`src/rtl/ddr_tester_pkg.sv`:
```
// Shared types and constants for the DDR AXI pattern tester: FSM state encoding,
// AXI burst/response codes and a saturating error-count helper.
package ddr_tester_pkg;

  typedef enum logic [2:0] {
    IDLE,
    WR_AW,
    WR_W,
    WR_B,
    RD_AR,
    RD_R,
    DONE
  } state_t;

  localparam logic [1:0] AXI_BURST_INCR = 2'b01;
  localparam logic [1:0] AXI_RESP_OKAY  = 2'b00;

  function automatic logic [15:0] sat_add16(input logic [15:0] a, input logic [2:0] b);
    logic [16:0] s;
    s = {1'b0, a} + {14'd0, b};
    return s[16] ? 16'hFFFF : s[15:0];
  endfunction

endpackage

```
`src/rtl/ddr_tester_checker.sv`:
```
// Per-beat response/data comparison and saturating error accumulator.
// o_err_next exposes the value err_cnt will take, so the FSM can settle pass on the final beat.
module ddr_tester_checker
  import ddr_tester_pkg::*;
#(
  parameter logic [3:0] TID = 4'h0
) (
  input  logic        clk,
  input  logic        rst,
  input  logic        i_clr,
  input  logic        i_rd_beat,
  input  logic [31:0] i_rd_data,
  input  logic [31:0] i_rd_exp,
  input  logic [1:0]  i_rd_resp,
  input  logic [3:0]  i_rd_id,
  input  logic        i_rd_last,
  input  logic        i_rd_exp_last,
  input  logic        i_wr_beat,
  input  logic [1:0]  i_wr_resp,
  input  logic [3:0]  i_wr_id,
  output logic [15:0] o_err_cnt,
  output logic [15:0] o_err_next
);

  logic [15:0] r_err_cnt;
  logic [2:0]  w_incr;

  // Each failing condition on a beat contributes one error.
  always_comb begin
    w_incr = 3'd0;
    if (i_rd_beat)
      w_incr = 3'(i_rd_data != i_rd_exp) + 3'(i_rd_resp != AXI_RESP_OKAY)
             + 3'(i_rd_id != TID) + 3'(i_rd_last != i_rd_exp_last);
    else if (i_wr_beat)
      w_incr = 3'(i_wr_resp != AXI_RESP_OKAY) + 3'(i_wr_id != TID);
    o_err_next = i_clr ? 16'd0 : sat_add16(r_err_cnt, w_incr);
  end

  always_ff @(posedge clk or posedge rst) begin
    if (rst) r_err_cnt <= 16'd0;
    else     r_err_cnt <= o_err_next;
  end

  assign o_err_cnt = r_err_cnt;

endmodule

```
`src/rtl/ddr_axi_pattern_tester.sv`:
```
// AXI master that writes address-as-data bursts, reads them back and counts mismatches.
// One transaction outstanding at a time; every output comes straight from a register.
module ddr_axi_pattern_tester
  import ddr_tester_pkg::*;
#(
  parameter logic [31:0] BASE_ADDR  = 32'h0000_0000,
  parameter logic [7:0]  BURST_LEN  = 8'd15,
  parameter logic [15:0] NUM_BURSTS = 16'd64,
  parameter logic [3:0]  TID        = 4'h0
) (
  input  logic        clk,
  input  logic        rst,
  input  logic        start,
  output logic        busy,
  output logic        done,
  output logic        pass,
  output logic [15:0] err_cnt,
  output logic [3:0]  MASTER_WR_ADDR_ID,
  output logic [31:0] MASTER_WR_ADDR_ADDR,
  output logic [7:0]  MASTER_WR_ADDR_LEN,
  output logic [1:0]  MASTER_WR_ADDR_BURST,
  output logic        MASTER_WR_ADDR_VALID,
  input  logic        MASTER_WR_ADDR_READY,
  output logic [31:0] MASTER_WR_DATA,
  output logic [3:0]  MASTER_WR_STRB,
  output logic        MASTER_WR_LAST,
  output logic        MASTER_WR_DATA_VALID,
  input  logic        MASTER_WR_DATA_READY,
  input  logic [3:0]  MASTER_WR_BACK_ID,
  input  logic [1:0]  MASTER_WR_BACK_RESP,
  input  logic        MASTER_WR_BACK_VALID,
  output logic        MASTER_WR_BACK_READY,
  output logic [3:0]  MASTER_RD_ADDR_ID,
  output logic [31:0] MASTER_RD_ADDR_ADDR,
  output logic [7:0]  MASTER_RD_ADDR_LEN,
  output logic [1:0]  MASTER_RD_ADDR_BURST,
  output logic        MASTER_RD_ADDR_VALID,
  input  logic        MASTER_RD_ADDR_READY,
  input  logic [3:0]  MASTER_RD_BACK_ID,
  input  logic [31:0] MASTER_RD_BACK_DATA,
  input  logic [1:0]  MASTER_RD_BACK_RESP,
  input  logic        MASTER_RD_BACK_LAST,
  input  logic        MASTER_RD_BACK_VALID,
  output logic        MASTER_RD_DATA_READY
);

  localparam logic [31:0] STRIDE = ({24'd0, BURST_LEN} + 32'd1) << 2;
  localparam logic [15:0] LAST_K = NUM_BURSTS - 16'd1;

  state_t      r_state, w_state_next;
  logic [15:0] r_k, w_k_next;
  logic [7:0]  r_j, w_j_next;
  logic [31:0] r_addr, w_addr_next;
  logic [31:0] r_wdata, w_wdata_next;
  logic [31:0] r_rexp, w_rexp_next;
  logic        r_awvalid, w_awvalid_next;
  logic        r_wvalid, w_wvalid_next;
  logic        r_wlast, w_wlast_next;
  logic        r_bready, w_bready_next;
  logic        r_arvalid, w_arvalid_next;
  logic        r_rready, w_rready_next;
  logic        r_busy, w_busy_next;
  logic        r_done, w_done_next;
  logic        r_pass, w_pass_next;
  logic        r_cfg_en, w_cfg_en_next;
  logic        w_clr, w_rd_beat, w_wr_beat;
  logic [15:0] w_err_cnt, w_err_next;

  always_comb begin
    w_state_next   = r_state;
    w_k_next       = r_k;
    w_j_next       = r_j;
    w_addr_next    = r_addr;
    w_wdata_next   = r_wdata;
    w_rexp_next    = r_rexp;
    w_awvalid_next = r_awvalid;
    w_wvalid_next  = r_wvalid;
    w_wlast_next   = r_wlast;
    w_bready_next  = r_bready;
    w_arvalid_next = r_arvalid;
    w_rready_next  = r_rready;
    w_busy_next    = r_busy;
    w_done_next    = r_done;
    w_pass_next    = r_pass;
    w_cfg_en_next  = r_cfg_en;
    w_clr          = 1'b0;
    w_rd_beat      = 1'b0;
    w_wr_beat      = 1'b0;
    case (r_state)
      IDLE, DONE: begin
        if (start) begin
          w_clr          = 1'b1;
          w_state_next   = WR_AW;
          w_awvalid_next = 1'b1;
          w_addr_next    = BASE_ADDR;
          w_k_next       = 16'd0;
          w_j_next       = 8'd0;
          w_busy_next    = 1'b1;
          w_done_next    = 1'b0;
          w_pass_next    = 1'b0;
          w_cfg_en_next  = 1'b1;
        end
      end
      WR_AW: begin
        if (MASTER_WR_ADDR_READY) begin
          w_awvalid_next = 1'b0;
          w_wvalid_next  = 1'b1;
          w_wdata_next   = r_addr;
          w_wlast_next   = (BURST_LEN == 8'd0);
          w_j_next       = 8'd0;
          w_state_next   = WR_W;
        end
      end
      WR_W: begin
        if (MASTER_WR_DATA_READY) begin
          if (r_wlast) begin
            w_wvalid_next = 1'b0;
            w_wlast_next  = 1'b0;
            w_bready_next = 1'b1;
            w_state_next  = WR_B;
          end else begin
            w_j_next     = r_j + 8'd1;
            w_wdata_next = r_wdata + 32'd4;
            w_wlast_next = ((r_j + 8'd1) == BURST_LEN);
          end
        end
      end
      WR_B: begin
        if (MASTER_WR_BACK_VALID) begin
          w_wr_beat     = 1'b1;
          w_bready_next = 1'b0;
          if (r_k == LAST_K) begin
            w_k_next       = 16'd0;
            w_addr_next    = BASE_ADDR;
            w_arvalid_next = 1'b1;
            w_state_next   = RD_AR;
          end else begin
            w_k_next       = r_k + 16'd1;
            w_addr_next    = r_addr + STRIDE;
            w_awvalid_next = 1'b1;
            w_state_next   = WR_AW;
          end
        end
      end
      RD_AR: begin
        if (MASTER_RD_ADDR_READY) begin
          w_arvalid_next = 1'b0;
          w_rready_next  = 1'b1;
          w_rexp_next    = r_addr;
          w_j_next       = 8'd0;
          w_state_next   = RD_R;
        end
      end
      RD_R: begin
        if (MASTER_RD_BACK_VALID) begin
          w_rd_beat = 1'b1;
          // A short burst (early LAST) ends here too; missing beats are not waited for.
          if (MASTER_RD_BACK_LAST || r_j == BURST_LEN) begin
            w_rready_next = 1'b0;
            w_j_next      = 8'd0;
            if (r_k == LAST_K) begin
              w_k_next     = 16'd0;
              w_busy_next  = 1'b0;
              w_done_next  = 1'b1;
              w_pass_next  = (w_err_next == 16'd0);
              w_state_next = DONE;
            end else begin
              w_k_next       = r_k + 16'd1;
              w_addr_next    = r_addr + STRIDE;
              w_arvalid_next = 1'b1;
              w_state_next   = RD_AR;
            end
          end else begin
            w_j_next    = r_j + 8'd1;
            w_rexp_next = r_rexp + 32'd4;
          end
        end
      end
      default: w_state_next = IDLE;
    endcase
  end

  always_ff @(posedge clk or posedge rst) begin
    if (rst) begin
      r_state   <= IDLE;
      r_k       <= 16'd0;
      r_j       <= 8'd0;
      r_addr    <= 32'd0;
      r_wdata   <= 32'd0;
      r_rexp    <= 32'd0;
      r_awvalid <= 1'b0;
      r_wvalid  <= 1'b0;
      r_wlast   <= 1'b0;
      r_bready  <= 1'b0;
      r_arvalid <= 1'b0;
      r_rready  <= 1'b0;
      r_busy    <= 1'b0;
      r_done    <= 1'b0;
      r_pass    <= 1'b0;
      r_cfg_en  <= 1'b0;
    end else begin
      r_state   <= w_state_next;
      r_k       <= w_k_next;
      r_j       <= w_j_next;
      r_addr    <= w_addr_next;
      r_wdata   <= w_wdata_next;
      r_rexp    <= w_rexp_next;
      r_awvalid <= w_awvalid_next;
      r_wvalid  <= w_wvalid_next;
      r_wlast   <= w_wlast_next;
      r_bready  <= w_bready_next;
      r_arvalid <= w_arvalid_next;
      r_rready  <= w_rready_next;
      r_busy    <= w_busy_next;
      r_done    <= w_done_next;
      r_pass    <= w_pass_next;
      r_cfg_en  <= w_cfg_en_next;
    end
  end

  ddr_tester_checker #(.TID(TID)) u_checker (
    .clk          (clk),
    .rst          (rst),
    .i_clr        (w_clr),
    .i_rd_beat    (w_rd_beat),
    .i_rd_data    (MASTER_RD_BACK_DATA),
    .i_rd_exp     (r_rexp),
    .i_rd_resp    (MASTER_RD_BACK_RESP),
    .i_rd_id      (MASTER_RD_BACK_ID),
    .i_rd_last    (MASTER_RD_BACK_LAST),
    .i_rd_exp_last(r_j == BURST_LEN),
    .i_wr_beat    (w_wr_beat),
    .i_wr_resp    (MASTER_WR_BACK_RESP),
    .i_wr_id      (MASTER_WR_BACK_ID),
    .o_err_cnt    (w_err_cnt),
    .o_err_next   (w_err_next)
  );

  // Fixed channel fields read as zero until the first run after reset.
  assign MASTER_WR_ADDR_ID    = r_cfg_en ? TID : 4'h0;
  assign MASTER_WR_ADDR_LEN   = r_cfg_en ? BURST_LEN : 8'h0;
  assign MASTER_WR_ADDR_BURST = r_cfg_en ? AXI_BURST_INCR : 2'b00;
  assign MASTER_WR_ADDR_ADDR  = r_addr;
  assign MASTER_WR_ADDR_VALID = r_awvalid;
  assign MASTER_WR_DATA       = r_wdata;
  assign MASTER_WR_STRB       = r_cfg_en ? 4'hF : 4'h0;
  assign MASTER_WR_LAST       = r_wlast;
  assign MASTER_WR_DATA_VALID = r_wvalid;
  assign MASTER_WR_BACK_READY = r_bready;
  assign MASTER_RD_ADDR_ID    = r_cfg_en ? TID : 4'h0;
  assign MASTER_RD_ADDR_LEN   = r_cfg_en ? BURST_LEN : 8'h0;
  assign MASTER_RD_ADDR_BURST = r_cfg_en ? AXI_BURST_INCR : 2'b00;
  assign MASTER_RD_ADDR_ADDR  = r_addr;
  assign MASTER_RD_ADDR_VALID = r_arvalid;
  assign MASTER_RD_DATA_READY = r_rready;
  assign busy                 = r_busy;
  assign done                 = r_done;
  assign pass                 = r_pass;
  assign err_cnt              = w_err_cnt;

endmodule
```
`config.mk`:
```
export PLATFORM = sky130hd
export DESIGN_NAME = ddr_axi_pattern_tester
export DESIGN_NICKNAME = d
export VERILOG_FILES = /design/src/rtl/ddr_tester_pkg.sv /design/src/rtl/ddr_tester_checker.sv /design/src/rtl/ddr_axi_pattern_tester.sv
export SDC_FILE = /design/constraint.sdc
export NUM_CORES = 1
export LEC_CHECK = 0
export CORE_MARGIN = 5
export CORE_UTILIZATION = 52
export DETAILED_ROUTE_END_ITERATION = 8
export PLACE_DENSITY_LB_ADDON = 0.2
export SYNTH_ARGS = -nofsm -noshare
export SYNTH_HDL_FRONTEND = slang
export SYNTH_HIERARCHICAL = 1
export SYNTH_SLANG_ARGS = --single-unit
```
`constraint.sdc`:
```
create_clock -name clk -period 4.8 [get_ports clk]
set_input_delay 0.72 -clock clk [delete_from_list [all_inputs] [get_ports clk]]
set_output_delay 0.72 -clock clk [all_outputs]
set_load 0.05 [all_outputs]
```
== After elaboration in Yosys (flattened, before gate mapping) ==
Index checks and enable logic that the tools add are counted.

* Register bits after elaboration: 149
* Input port bits: 53
* Output and inout bits: 153
* Word-level logic and storage cells: 173

* Add/sub/neg operators: 10
* Equal/unequal tests: 25
* Muxes and demuxes: 91
* Reduce and logical (&&, ||, !) cells: 30

{| class="wikitable"
|+ Operators by type and width
! kind !! number
|-
| 32-bit two-way mux || 12
|-
| 32-bit one-hot mux with 2 select lines || 2
|-
| 16-bit two-way mux || 7
|-
| 32-bit one-hot mux with 3 select lines || 1
|-
| 32-bit by 3-bit adder with 32-bit output (second input constant) || 2
|-
| 8-bit two-way mux || 7
|-
| 16-bit one-hot mux with 3 select lines || 1
|-
| 8-bit one-hot mux with 5 select lines || 1
|-
| 1-bit two-way mux || 36
|-
| 3-bit two-way mux || 11
|-
| 32-bit by 7-bit adder with 32-bit output (second input constant) || 1
|-
| 32-bit inequality test || 1
|-
| 2-bit inequality test (second input constant) || 14
|-
| 4-bit AND reduction || 5
|-
| 3-bit one-hot mux with 6 select lines || 1
|-
| 16-bit by 3-bit adder with 17-bit output || 1
|-
| 16-bit by 1-bit adder with 16-bit output (second input constant) || 1
|-
| 16-bit by 6-bit == test with 1-bit output (second input constant) || 1
|-
| 8-bit by 4-bit == test with 1-bit output (second input constant) || 2
|-
| 16-bit logical NOT || 1
|-
| 5-bit AND reduction || 3
|-
| 1-bit one-hot mux with 2 select lines || 7
|-
| 7-bit AND reduction || 2
|-
| 2-bit nonzero test || 6
|-
| 20 further kinds || 30
|}

== Longest topological paths before layout ==
Gate-level depths: netlist (run 1).

* Word-level depth: 13
* Depth in mapped cells: 19

== By module ==
The synthesis (run 1) kept the hierarchy.

{| class="wikitable"
|+ By module, submodules not included
! module !! times used !! cells each !! area each (µm²) !! sequential area each (µm²)
|-
| ddr_axi_pattern_tester || 1 || 940 || 7,906.3 || 3,103.0
|-
| ddr_tester_checker || 1 || 154 || 1,453.9 || 400.4
|}

== Least setup slack after synthesis (run 1) ==
Ideal clock, no wire load.

* Path type: reg2reg
* Start: register r_j[4]
* End: register r_pass (netlist: pass)
* Setup time: 135 ps
* Arrival: 4,096 ps
* Required time: 4,665 ps
* Setup slack: 568 ps
* Cell stages (with the launch flop): 20
* Path buffers: 2
* Path through: dfrtp_1 -> buf_2 -> or4_4 -> nor2_1 -> xor2_1 -> fa_1 -> ha_1 -> ha_1 -> nand2_1 -> o21ai_0 -> inv_1 -> fa_1 -> and2b_1 -> o211ai_1 -> or3_4 -> buf_6 -> a31oi_1 -> nor4_1 -> nand4_1 -> o21ai_0

* Longest elaborated chain between the ends: 12
* Elaborated cells on any way between the ends: 15
* Those cells by class: add/sub: 2; eq/ne: 3; mux: 7; reduce/logical: 3

{| class="wikitable"
|+ Ends and longest elaborated chain
! what !! RTL line !! RTL
|-
| start: declaration || ddr_axi_pattern_tester.sv:52 || <nowiki>logic [7:0] r_j, w_j_next;</nowiki>
|-
| start signal: assignment || ddr_axi_pattern_tester.sv:204 || <nowiki>r_j <= w_j_next;</nowiki>
|-
| 8-bit by 4-bit == test with 1-bit output || ddr_axi_pattern_tester.sv:231 || <nowiki>.i_rd_exp_last(r_j == BURST_LEN),</nowiki>
|-
| 1-bit inequality test || ddr_tester_checker.sv:33 || <nowiki>+ 3'(i_rd_id != TID) + 3'(i_rd_last != i_rd_exp_last);</nowiki>
|-
| 3-bit by 1-bit adder with 3-bit output || ddr_tester_checker.sv:33 ||
|-
| 3-bit two-way mux || ddr_tester_checker.sv:31 || <nowiki>if (i_rd_beat)</nowiki>
|-
| 16-bit by 3-bit adder with 17-bit output || ddr_tester_pkg.sv:20 || <nowiki>s = {1'b0, a} + {14'd0, b};</nowiki>
|-
| 16-bit two-way mux || ddr_tester_pkg.sv:21 || <nowiki>return s[16] ? 16'hFFFF : s[15:0];</nowiki>
|-
| 16-bit two-way mux || ddr_tester_checker.sv:36 || <nowiki>o_err_next = i_clr ? 16'd0 : sat_add16(r_err_cnt, w_incr);</nowiki>
|-
| named net w_err_next[10] || ddr_axi_pattern_tester.sv:67 || <nowiki>logic [15:0] w_err_cnt, w_err_next;</nowiki>
|-
| 16-bit logical NOT || ddr_axi_pattern_tester.sv:165 || <nowiki>w_pass_next = (w_err_next == 16'd0);</nowiki>
|-
| 1-bit two-way mux || ddr_axi_pattern_tester.sv:161 || <nowiki>if (r_k == LAST_K) begin</nowiki>
|-
| 1-bit two-way mux || ddr_axi_pattern_tester.sv:158 || <nowiki>if (MASTER_RD_BACK_LAST || r_j == BURST_LEN) begin</nowiki>
|-
| 1-bit two-way mux || ddr_axi_pattern_tester.sv:155 || <nowiki>if (MASTER_RD_BACK_VALID) begin</nowiki>
|-
| 1-bit one-hot mux with 2 select lines || ddr_axi_pattern_tester.sv:89 || <nowiki>case (r_state)</nowiki>
|-
| end signal: assignment || ddr_axi_pattern_tester.sv:216 || <nowiki>r_pass <= w_pass_next;</nowiki>
|-
| end: declaration || ddr_axi_pattern_tester.sv:64 || <nowiki>logic r_pass, w_pass_next;</nowiki>
|}

The timed path passes the listed nets, and every way through them passes these cells. The select of a mux whose other input is x is not followed.
A chain may end at the register's enable or synchronous reset.

== Worst setup path in the final report (run 1) ==
* Start: input MASTER_RD_BACK_DATA[25]
* End: register r_pass (netlist: pass)

* Longest elaborated chain between the ends: 13

{| class="wikitable"
|+ Ends and longest elaborated chain
! what !! RTL line !! RTL
|-
| start: declaration || ddr_axi_pattern_tester.sv:40 || <nowiki>input logic [31:0] MASTER_RD_BACK_DATA,</nowiki>
|-
| 32-bit inequality test || ddr_tester_checker.sv:32 || <nowiki>w_incr = 3'(i_rd_data != i_rd_exp) + 3'(i_rd_resp != AXI_RESP_OKAY)</nowiki>
|-
| 1-bit by 1-bit adder with 2-bit output || ddr_tester_checker.sv:32 ||
|-
| 3-bit by 1-bit adder with 3-bit output (2 in a row) || ddr_tester_checker.sv:33 ||
|-
| 3-bit two-way mux || ddr_tester_checker.sv:31 ||
|-
| 16-bit by 3-bit adder with 17-bit output || ddr_tester_pkg.sv:20 ||
|-
| 16-bit two-way mux || ddr_tester_pkg.sv:21 ||
|-
| 16-bit two-way mux || ddr_tester_checker.sv:36 ||
|-
| named net w_err_next[14] || ddr_axi_pattern_tester.sv:67 ||
|-
| 16-bit logical NOT || ddr_axi_pattern_tester.sv:165 ||
|-
| 1-bit two-way mux || ddr_axi_pattern_tester.sv:161 ||
|-
| 1-bit two-way mux || ddr_axi_pattern_tester.sv:158 ||
|-
| 1-bit two-way mux || ddr_axi_pattern_tester.sv:155 ||
|-
| 1-bit one-hot mux with 2 select lines || ddr_axi_pattern_tester.sv:89 ||
|}

The timed path passes the listed nets, and every way through them passes these cells. The select of a mux whose other input is x is not followed.

==> out/results.txt, run 1 <==
Area of the mapped netlist: 0.00936 mm2
Post-synth top area share: 37.4%
Slew @ Worst Pin: 1.14 ns
Psw: 2.35 mW
Power Density: 465 mW/mm2
First-pass iteration count of the detailed router: 6
Clock Path Buffers: 2
CTS H-Tree Depth: 4
Area Growth Syn to Fin: 24.9%
Total Power: 5.43 mW
Slew HR: 24.0%
Port Buffers: 175
Hold/Removal Path Class: flip-flop to flip-flop
Crit path DAT: 4.97 ns
CP Data Required Time: 5.15 ns
Post-synthesis sequential area ratio: 37.4%
Max Cap Viol: 0
Part of the cycle the worst path needs: 96.3%
EDFF count, synth: 0
Area contributors post-synth: dfrtp_1 (37%), buf_4 (5.7%), a21oi_1 (4.5%)
Sequential share of power: 34.3%
DRC: 0
GRT Total Usage: 26.5%
Hold EP: busy$_DFFE_PP0P_
Count of final hold-check violations: 0
Iteration-0 DRC Markers: 875
Max VDD drop: 0.000421 V
Highest clock rate: 0.216 GHz
R2r setup slk: 0.24 ns
Synthesized flop and latch total: 140
Clk_skew: 0.00956 ns
Netlist cell types: 86
Post-synth ARST share: 100%
Setup Viol. Count Final: 0
Worst setup SP type: primary input
Post-Route WL: 28.4 mm
Clk slew on worst S/H paths: 0.06 ns
Top Ports: 206
Num rows: 49
Cell depth of the worst flop-to-flop path: 19
Crit. End Element: flip-flop
Clk root buf: clkbuf_16
Nets: 1293
Comb power frac: 40.9%
Synth Area per Inst: 8.56 um2
Routed wire length per instance: 19.3 um
Initial antenna violation count: 0
Total number of vias: 9127
Initial Util: 52.5%
Reg-to-Reg Start: r_j[7]$_DFFE_PP0P_
Tmin final: 4.62 ns
First-pass GRT wire length: 44.5 mm
Final Max Slew Viols: 0
Core area: 0.0178 mm2
Aggregate global routing overflow: 0
P_leak: 4.49 nW
CP Max Fanout: 5
ANT cells: 0
Setup TNS Final: 0 ns
Die Span X: 144 um
Internal Power: 3.08 mW
Min-Delay Path Depth: 1
Die ar.: 0.0208 mm2
Post-Syn Instances: 1094
Layout cells sized above 1: 9.21%
Latest clock arrival within the worst-skew pair: 0.43 ns
Pin count of the biggest net entering global routing: 75
Synth Flop Type: dfrtp_1
Number of vias per cell: 6.22
Switching Share: 43.2%
Worst Path Class, Setup: primary input to flip-flop
Hold WS: 0.491 ns
Area leader, netlist: dfrtp_1
DRT antenna net count: 0
Clock sink total: 140
Total CTS buffers: 17
Reg2reg end: pass$_DFFE_PP0P_
CTS tree: done
Vias in the first global route: 8430
Detailed placement HPWL: 19.8 mm
Ys Warns: 6
Die extent in y: 144 um
Status: complete, no violations
Final GP Congestion: 0.915
Clock share of power: 24.8%
Beginning of the worst hold path: busy$_DFFE_PP0P_
per-layer routing:
metal	routed length [um]	up-vias	share of wire [%]	track usage (%)
li1	-	4227	-	-
met2	12600	459	45	39.8
met4	620	0	2.2	8.15
met1	12400	4384	44	38.6
met5	0	-	0	0
met3	2670	57	9.4	5.79
cells in the final DEF, fill, tap and decap left out, types with 7 or more instances in the layout:
cell	count
o21ai_0	63
nand3_1	42
nor2_1	66
a2bb2oi_1	23
xor2_1	15
o211ai_1	9
o31ai_1	9
buf_4	30
nand2_1	110
a22oi_1	7
clkbuf_16	17
or4_1	8
conb_1	32
o22ai_1	30
xnor2_1	38
or2_2	7
or3_1	23
nand4_1	51
and4_1	7
nor4_1	10
dfrtp_1	140
clkdlybuf4s50_1	170
ha_1	12
a31oi_1	12
nor2b_1	7
inv_1	32
a21oi_2	10
and3_1	7
a21oi_1	84
nor3_1	18
how the worst max path moves through the flow:
stage / start / to / slack [ns] / depth (start not counted)
final: MASTER_RD_BACK_DATA[25] / pass$_DFFE_PP0P_ / 0.18 / 20
after detailed placement: MASTER_RD_BACK_DATA[28] / pass$_DFFE_PP0P_ / -0.39 / 19
after floorplan: r_j[4]$_DFFE_PP0P_ / pass$_DFFE_PP0P_ / 0.57 / 19
after CTS: MASTER_RD_BACK_DATA[28] / pass$_DFFE_PP0P_ / 0.006 / 19
after global routing: MASTER_RD_BACK_DATA[25] / pass$_DFFE_PP0P_ / -0.09 / 20
after global placement: MASTER_RD_BACK_DATA[28] / pass$_DFFE_PP0P_ / -0.29 / 19
timing repair:
action	in CTS	in global routing
setup endpoints to repair	0	1
hold buffers	0	0
buffers inserted	0	3
resized for setup	0	24
power groups by stage:
| stage | Sequential [mW] | Combinational [mW] | Clock (mW) |
|---|---|---|---|
| 6_report | 1.86 | 2.22 | 1.35 |
| 5_1_grt | 1.91 | 2.39 | 1.42 |
| 4_1_cts | 1.85 | 2.21 | 1.36 |
| 3_5_place_dp | 1.86 | 2.20 | 0 |
| 3_3_place_gp | 1.86 | 2.16 | 0 |
| 2_1_floorplan | 2.16 | 1.21 | 0 |
state kept, by name (all words and copies together) (netlist names):
| register | count |
|---|---|
| MASTER_WR_LAST | 1 |
| MASTER_WR_BACK_READY | 1 |
| u_checker/o_err_cnt | 16 |
| pass | 1 |
| MASTER_RD_ADDR_ADDR | 26 |
| MASTER_WR_ADDR_VALID | 1 |
| MASTER_RD_ADDR_VALID | 1 |
| MASTER_WR_DATA | 31 |
| MASTER_RD_DATA_READY | 1 |
| busy | 1 |
| r_k | 16 |
| done | 1 |
| r_rexp | 30 |
| MASTER_WR_DATA_VALID | 1 |
| r_cfg_en | 1 |
| r_state | 3 |
| r_j | 8 |
metrics by stage:
step                      cells  utilization [%]  cell area (um2)  worst slack (ns)
final                      1467             65.5            11700             0.178
after global routing       1467             65.5            11700           -0.0879
after CTS                  1464             64.9            11600           0.00557
after detailed placement   1432             61.5            11000            -0.390
after global placement     1432             61.5            11000            -0.294
after floorplan            1125                -             9480             0.568
area by class of cell:
| class | count | area [um2] |
|---|---|---|
| sequential | 140 | 3500 |
| clock buffer | 20 | 467 |
| timing repair buffer | 205 | 1990 |
| inverter | 34 | 130 |
| clock inverter | 12 | 136 |
| tap | 229 | 287 |
| multi-input combinational | 827 | 5180 |
| fill | 1537 | 6150 |
kinds of logic (layout without fill, tap and decap cells):
kind of cell,Yosys count,after routing,synth area share (%)
adders and majority gates,15,15,2.17
and+or+nand+nor,403,403,22.7
buffers and inverters,158,271,9.52
AOI/OAI and AO/OA,317,317,22.4
other,1,32,0.0401
DFF,140,140,37.4
muxes,6,6,0.668
xor gates and xnor gates,54,54,5.05
cells in the mapped netlist (5+ instances only):
library cell / instances
o211ai_1: 9
o22a_1: 6
or3_1: 23
xor2_1: 15
buf_4: 71
nor3_1: 18
nor2_1: 67
nand4_1: 51
nand3_1: 42
nor4_1: 14
o21ai_0: 67
clkbuf_1: 35
nand4b_1: 5
and4_1: 7
dfrtp_1: 140
a31oi_1: 13
or4_1: 8
a22oi_1: 7
nor2b_1: 7
a21oi_2: 9
o31ai_1: 10
o22ai_1: 30
buf_1: 6
nand2_1: 110
buf_2: 10
a2bb2oi_1: 23
or2_2: 7
o2111ai_1: 5
and3_1: 7
xnor2_1: 39
ha_1: 13
and2_1: 5
inv_1: 34
a21oi_1: 85
worst max-delay path: stages:
cell and delay (ns):
clkdlybuf4s50_1 0.49, xnor2_1 0.14, nand4_1 0.16, nor4_2 0.30
nand2_1 0.13, fa_1 0.44, ha_1 0.29, nand2_1 0.05
o21ai_1 0.09, ha_2 0.20, inv_2 0.04, fa_2 0.35
and2b_2 0.25, o211ai_1 0.20, buf_4 0.22, nor4b_4 0.23
nor3b_2 0.09, nor4_2 0.26, nand4_1 0.15, o21ai_1 0.16
No activity file was read; power rests on OpenSTA's default activity.
==> inputs of run 2 (changes only) <==
Settings changed: ABC_CLOCK_PERIOD_IN_PS from default to 4800, CORE_MARGIN 5 to default.
==> out/results.txt, run 2 (synthesis gave the netlist of run 1 again) <==
Vias in the first global route: 8246 (-2.2%)
Core area: 0.0174 mm2 (-2.4%)
Power Density: 472 mW/mm2 (+1.6%)
Finished layout cell area: 0.0117 mm2 (-0.20%)
First-pass iteration count of the detailed router: 5 (-1)
Inst Count DP: 1429 (-0.21%)
Setup TNS Final: 0 ns (unchanged)
Post-cts hold buffer count: 0 (unchanged)
Reg-to-Reg Start: r_j[7]$_DFFE_PP0P_
Switching Share: 41.8% (-1.4 points)
Max VDD drop: 0.000376 V (-11%)
Number of vias per cell: 6.29 (+1.1%)
GRT Total Usage: 29.6% (+3.0 points)
Setup Viol. Count Final: 0 (unchanged)
Most frequent cells in the layout: clkdlybuf4s50_1 (174), dfrtp_1 (140), nand2_1 (110)
Layout Utilization: 67.0% (+1.5 points)
CTS H-Tree Depth: 4 (unchanged)
First-pass GRT wire length: 43.0 mm (-3.3%)
Clk slew on worst S/H paths: 0.06 ns (about the same)
Die extent in y: 136 um (-5.5%)
Port Buffers: 175 (unchanged)
ANT cells: 0 (unchanged)
Commonest non-fill, non-tap cell in the layout: clkdlybuf4s50_1
Routed wire length per instance: 18.6 um (-3.9%)
P_leak: 4.47 nW (-0.63%)
Post-DP Area: 0.0110 mm2 (+0.14%)
Final GP Congestion: 0.900 (-1.6%)
Highest clock rate: 0.222 GHz (+2.8%)
Detailed placement HPWL: 18.7 mm (-5.4%)
Tmin final: 4.50 ns (-0.124 ns)
Clock share of power: 25.7% (+0.9 points)
Initial antenna violation count: 0 (unchanged)
Crit-path slowest cell: or4_4
Comb power frac: 40.6% (-0.3 points)
Clk_skew: 0.00942 ns (-0.000144 ns)
RSZ-0062 raised after global routing: false
Worst Path Class, Setup: flip-flop to flip-flop
Aggregate global routing overflow: 0 (unchanged)
Total Power: 5.51 mW (+1.4%)
Iteration-0 DRC Markers: 764 (-13%)
CP peak stage delay: 0.60 ns (+0.11 ns)
Slew @ Worst Pin: 1.21 ns (+0.0674 ns)
Post-Route WL: 27.2 mm (-4.3%)
Slew HR: 19.5% (-4.5 points)
Initial Util: 53.7% (+1.3 points)
Pre-CTS worst setup slack: -0.364 ns (+0.0263 ns)
Sequential share of power: 33.6% (-0.7 points)
Total CTS buffers: 17 (unchanged)
Pin count of the biggest net entering global routing: 77 (+2.7%)
Total number of vias: 9188 (+0.67%)
Number of flip-flops in the largest register: 31 (unchanged)
Clk root buf: clkbuf_16
Psw: 2.31 mW (-1.9%)
Max Cap Viol: 0 (unchanged)
Internal Power: 3.21 mW (+3.9%)
Die Span X: 136 um (-5.5%)
Most used cell, CP: o21ai_1
Fill count: 1447 (-5.9%)
DRC: 0 (unchanged)
Crit path cell chain: or4_4 > nor2_2 > xor2_1 > buf_4 > fa_1 > ha_1 > nand2_1 > o21ai_1 > ha_2 > inv_1 > fa_2 > and2b_2 > o211ai_1 > or3_1 > a31oi_1 > nor4_1 > nand4_1 > o21ai_1
Cell family with most CP delay: simple AND/OR/NAND/NOR gates
Count of final hold-check violations: 0 (unchanged)
Latest clock arrival within the worst-skew pair: 0.42 ns (about the same)
CTS tree: done
Beginning of the worst hold path: done$_DFFE_PP0P_
Area Growth Syn to Fin: 24.6%
Clock sink total: 140 (unchanged)
Hold/Removal Path Class: flip-flop to flip-flop
Final non-filler cell total: 1461 (-0.41%)
Nets: 1292 (-0.077%)
Die ar.: 0.0185 mm2 (-11%)
Crit. End Element: flip-flop
Worst setup SP type: flip-flop
Crit path DAT: 4.84 ns (-0.13 ns)
Layout cells sized above 1: 8.33% (-0.88 points)
Status: complete, no violations
Clock Path Buffers: 2 (unchanged)
CP Data Required Time: 5.14 ns (about the same)
Final Max Slew Viols: 0 (unchanged)
Final setup margin: 0.302 ns (+0.124 ns)
Num rows: 48 (-2.0%)
CP Max Fanout: 6 (+1)
Hold WS: 0.477 ns (-0.0137 ns)
Worst setup path startpoint: r_j[7]$_DFFE_PP0P_
Worst Path Buf+Inv: 2 (-1)
DRT antenna net count: 0 (unchanged)
Part of the cycle the worst path needs: 93.7% (-2.6 points)
Top Ports: 206 (unchanged)
==> run 2: area by class of cell <==
class	count	area (um2)	share of cell area, %
multi-input combinational	827	5140	44.0
sequential	140	3500	30.0
timing repair buffer	204	1980	17.0
clock buffer	25	495	4.25
tap	225	282	2.41
clock inverter	6	133	1.14
inverter	34	130	1.12
==> run 2: power groups by stage <==
| stage | sequential (mW) | combinational, mW | clock (mW) |
|---|---|---|---|
| finish | 1.85 | 2.24 | 1.42 |
| global route | 1.89 | 2.41 | 1.47 |
| CTS | 1.84 | 2.22 | 1.42 |
| detailed placement | 1.85 | 2.20 | 0 |
| global placement | 1.85 | 2.17 | 0 |
| floorplan | 2.16 | 1.21 | 0 |
==> run 2: final timing paths <==
path                                                     to  slack [ns]  depth (start not counted)
max                                        pass$_DFFE_PP0P_        0.30                         18
min                                        done$_DFFE_PP0P_        0.48                          2
max reg2reg                                pass$_DFFE_PP0P_        0.30                         18
min reg2reg                                done$_DFFE_PP0P_        0.48                          2
max in group asynchronous    MASTER_WR_DATA[11]$_DFFE_PP0N_        3.10                          3
min in group asynchronous  u_checker/o_err_cnt[9]$_DFF_PP0_        0.78                          2
==> run 2: repair_timing <==
action,in CTS,in global routing
hold endpoints to repair,0,0
endpoints found under the setup margin,0,1
gates resized for setup,0,14
setup buffers,0,1
==> run 2: worst register-to-register path: stages, from the launching register on <==
cell	delay, ns
dfrtp_1	0.44
or4_4	0.60
nor2_2	0.15
xor2_1	0.18
buf_4	0.16
fa_1	0.39
ha_1	0.30
nand2_1	0.07
o21ai_1	0.07
ha_2	0.19
inv_1	0.07
fa_2	0.20
and2b_2	0.24
o211ai_1	0.47
or3_1	0.19
a31oi_1	0.10
nor4_1	0.31
nand4_1	0.14
o21ai_1	0.15
==> run 2: layer usage <==
layer  wire (um)  global-route usage [%]
met5           0                       0
met3        2350                    4.47
met2       12300                    44.6
met4         449                    9.38
met1       12000                    43.3
==> variant 1 (config.mk and constraints of run 2) <==
Re-encode `state_t` (7 states) as one-hot, 7 bits wide.
--- a/src/rtl/ddr_tester_pkg.sv
+++ b/src/rtl/ddr_tester_pkg.sv
@@ -4,10 +4,10 @@
 
-  typedef enum logic [2:0] {
-    IDLE,
-    WR_AW,
-    WR_W,
-    WR_B,
-    RD_AR,
-    RD_R,
-    DONE
+  typedef enum logic [6:0] {
+    IDLE  = 7'b0000001,
+    WR_AW = 7'b0000010,
+    WR_W  = 7'b0000100,
+    WR_B  = 7'b0001000,
+    RD_AR = 7'b0010000,
+    RD_R  = 7'b0100000,
+    DONE  = 7'b1000000
   } state_t;
Check against the original RTL: no difference found for any inputs over 10 cycles, from zero or initial values and one cycle with rst high; not proved beyond that.
==> variant 1 against run 2 <==
  * Power decreased by 12%
  * Sequential cell count is 5 higher
  * Synthesized area is 1.9% higher
  * Utilization fell by 1.3 points
  * Largest cell class unchanged
  * Final area increased by 1.1%
  * Critical endpoint unchanged
  * Final cell count up 2.5%
  * Wire length down 1.3%
  * Sequential power shrank 5%
  * Worst setup slack got worse by 71 ps
  * Synthesized cell count is 4.1% higher
==> variant 1: results <==
group,metric,value,unit
run_status,status,"completed",
grt,met3_usage,5.67,%
grt,first_global_vias,8039,
critical_path,arrival,4920,ps
pwr,clock_power,1300,µW
synth,yosysSeqAreaShare,38.0,%
detailed_routing,detailedRoute.firstPassIterationCount,7,
detailed_routing,viasPerCell,6.12,
critical_path,critical_path_peak_fanout,4,
synth,proportion_of_synthesized_area_in_mux_cells,0.210,%
grt,grt_util_all_layers,28.5,%
finish,layout-drive-gt1-share,8.90,%
pwr,total_leakage_power,0.00472,µW
sta,whs,492,ps
critical_path,crit_slowest_cell,"sky130_fd_sc_hd__clkdlybuf4s50_1",
grt,grt_util_met1,42.1,%
sta,fin_worst_skew,6.99,ps
placed_design,globalplace.congestion,0.868,
critical_path,worst_setup_path_startpoint,"MASTER_RD_BACK_DATA[28]",
synth,syn-instance-count,1139,
cts,insertion_delay,430,ps
finish,nets,1324,
synth,synthDistinctLibCells,75,
detailed_routing,wl_met3,2520,µm
pwr,vdd_drop_max,0.402,mV
critical_path,critical_path.max_stage_delay,480,ps
critical_path,critical_path.reg2reg.startpoint,"r_j[0]$_DFFE_PP0P_",
grt,grtUsageMet2,42.2,%
critical_path,reg2reg_depth,19,
critical_path,worst_reg2reg_setup_slack,400,ps
synth,synth-compound-area-share,22.7,%
placed_design,placed_cells,1464,
synth,synthXorXnorAreaFrac,4.68,%
sta,worstMarginPinSlew,1020,ps
placed_design,pre_cts_ws,-374,ps
detailed_routing,met1_length,12200,µm
synth,synth.top_cells.by_count,"144 x sky130_fd_sc_hd__dfrtp_1, 107 x sky130_fd_sc_hd__o21ai_0, 105 x sky130_fd_sc_hd__a21oi_1, 105 x sky130_fd_sc_hd__nand2_1, 83 x sky130_fd_sc_hd__nor2_1",
finish,num-fill-cells,1527,
grt,grt_first_pass_wirelength,42100,µm
pwr,powerComb,1800,µW
detailed_routing,vias,9167,
synth,post_synth_main_area_contributors,"sky130_fd_sc_hd__dfrtp_1 38%, sky130_fd_sc_hd__buf_4 5.9%, sky130_fd_sc_hd__o21ai_0 5.6%",
worst_hold_path,capture_endpoint_of_the_worst_hold_path,"r_k[15]$_DFFE_PP0P_",
worst_hold_path,whs_path_depth,1,
worst_hold_path,hold_start,"r_k[15]$_DFFE_PP0P_",
detailed_routing,wl_per_cell,17.9,µm
placed_design,hpwl,18500,µm
grt,grt_max_degree,127,
detailed_routing,drt_first_iter_violations,806,
pwr,p_int,2860,µW
finish,num_antenna_cells,0,
placed_design,placed_area,11100,µm²
synth,post_synth_fa_ha_maj_area_fraction,1.99,%
detailed_routing,met2WireLength,11800,µm
sta,setup_ws,231,ps
variant 1: cell types whose count changed in the layout (fill, tap and decap cells not counted), sizes merged, moves of 10 or more:
cell	change
a21oi	+21
and3	+17
inv	-14
nand3	+14
nand4	-18
nor2	+17
o21ai	+47
o31ai	+10
or3	-14
variant 1: logic make-up after synthesis:
family | count (synthesis)
adder cells (fa/ha/maj) | 14
buffers and inverters | 154
multiplexers | 2
XOR/XNOR | 51
AND/OR/NAND/NOR | 414
other | 1
AO/OA/AOI/OAI | 358
flip-flops | 145
variant 1: timing repair:
| item | 4_1_cts | 5_1_grt |
|---|---|---|
| gates resized for setup | 0 | 23 |
| endpoints found under the setup margin | 0 | 1 |
| setup buffers | 0 | 3 |
| hold buffers | 0 | 0 |
variant 1: area by class of cell:
class                           count  area share (%)
Sequential cell                   145            30.8
Inverter                           20           0.658
Clock inverter                     11           0.966
Timing Repair Buffer              204            16.8
Multi-Input combinational cell    869            44.4
Tap cell                          229            2.43
Clock buffer                       20            3.87
==> variant 2 (config.mk and constraints of run 2) <==
Made on the original files. Set the parameter `NUM_BURSTS` to 16'd32 (it was 16'd64).
--- a/src/rtl/ddr_axi_pattern_tester.sv
+++ b/src/rtl/ddr_axi_pattern_tester.sv
@@ -7,3 +7,3 @@
   parameter logic [7:0]  BURST_LEN  = 8'd15,
-  parameter logic [15:0] NUM_BURSTS = 16'd64,
+  parameter logic [15:0] NUM_BURSTS = 16'd32,
   parameter logic [3:0]  TID        = 4'h0
Check against the original RTL: no difference found for any inputs over 4 cycles, from zero or initial values and one cycle with rst high; that may be too few to reach the edited logic, so the function may still have changed.
==> variant 2 against run 2 <==
  * The run now ends with negative setup slack left
  * Synthesized cell count increased by 1.5%
  * First-iteration DRC count increased by 20%
  * Worst setup slack got worse by 370 ps
  * Count of clock-buffer cells in the layout decreased by 4
  * Wire length increased by 3.7%
  * Final area increased by 3.6%
  * Clock skew about the same
  * Power increased by 0.40%
  * Utilization increased by 0.31 points
  * Sequential cell count unchanged
  * Fmax decreased by 7.7%
  * Synthesized area increased by 1.5%
==> variant 2: results <==
group,metric,value,unit
grt,grt_util_all_layers,29.4,%
grt,first_global_vias,8225,
finish,clock_buffer_count,21,
sta,setup-tns-final,-72.2,ps
critical_path,critical_path_peak_fanout,4,
synth,post_synth_fa_ha_maj_area_fraction,2.13,%
detailed_routing,met1_length,12100,µm
finish,layout-drive-gt1-share,12.3,%
run_status,violations,"negative setup slack",
pwr,vdd_drop_max,0.531,mV
grt,grt_max_degree,76,
grt,grt_first_pass_wirelength,42800,µm
detailed_routing,wl_met3,2320,µm
finish,non_clock_buffer_area_share,17.6,%
grt,met3_usage,5.08,%
sta,setup_ws,-72.2,ps
placed_design,globalplace.congestion,0.880,
critical_path,crit_slowest_cell,"sky130_fd_sc_hd__fa_1",
sta,slew_headroom,34.1,%
finish,layout.comb_gates.multi_input,844,
synth,proportion_of_synthesized_area_in_mux_cells,1.01,%
cts,post_cts.repair.setup_buffers,2,
detailed_routing,vias,9387,
worst_hold_path,capture_endpoint_of_the_worst_hold_path,"MASTER_WR_DATA_VALID$_DFFE_PP0P_",
run_status,status,"finished, violations left",
sta,report.final.setup_viol,1,
worst_hold_path,hold_start,"MASTER_WR_DATA_VALID$_DFFE_PP0P_",
==> variant 2: worst reg2reg max path, delay by kind of cell, from the launching register on <==
kind	cells	cell delay (ps)
AND/OR/NAND/NOR	9	1690
buffers and inverters	2	290
AO/OA/AOI/OAI	3	500
multiplexers	1	270
adder cells (fa/ha/maj)	4	1340
flip-flops	1	470
XOR/XNOR	1	150
==> variant 2: power by group <==
part           switching [µW]  internal [µW]  total (µW)  leakage (µW)
clock network             512            802        1310      0.000281
registers                 392           1450        1840       0.00184
logic                    1520            857        2380       0.00270
total                    2420           3110        5530       0.00481
==> variant 2: stage by stage <==
stage / worst slack [ps] / instances / util (%) / cell area [µm²]
2_1_floorplan: 372 / 1141 / - / 9620
3_3_place_gp: -711 / 1448 / 62.0 / 11100
3_5_place_dp: -767 / 1448 / 62.0 / 11100
4_1_cts: 24.4 / 1482 / 65.7 / 11800
5_1_grt: -178 / 1485 / 67.3 / 12100
6_report: -72.2 / 1485 / 67.3 / 12100
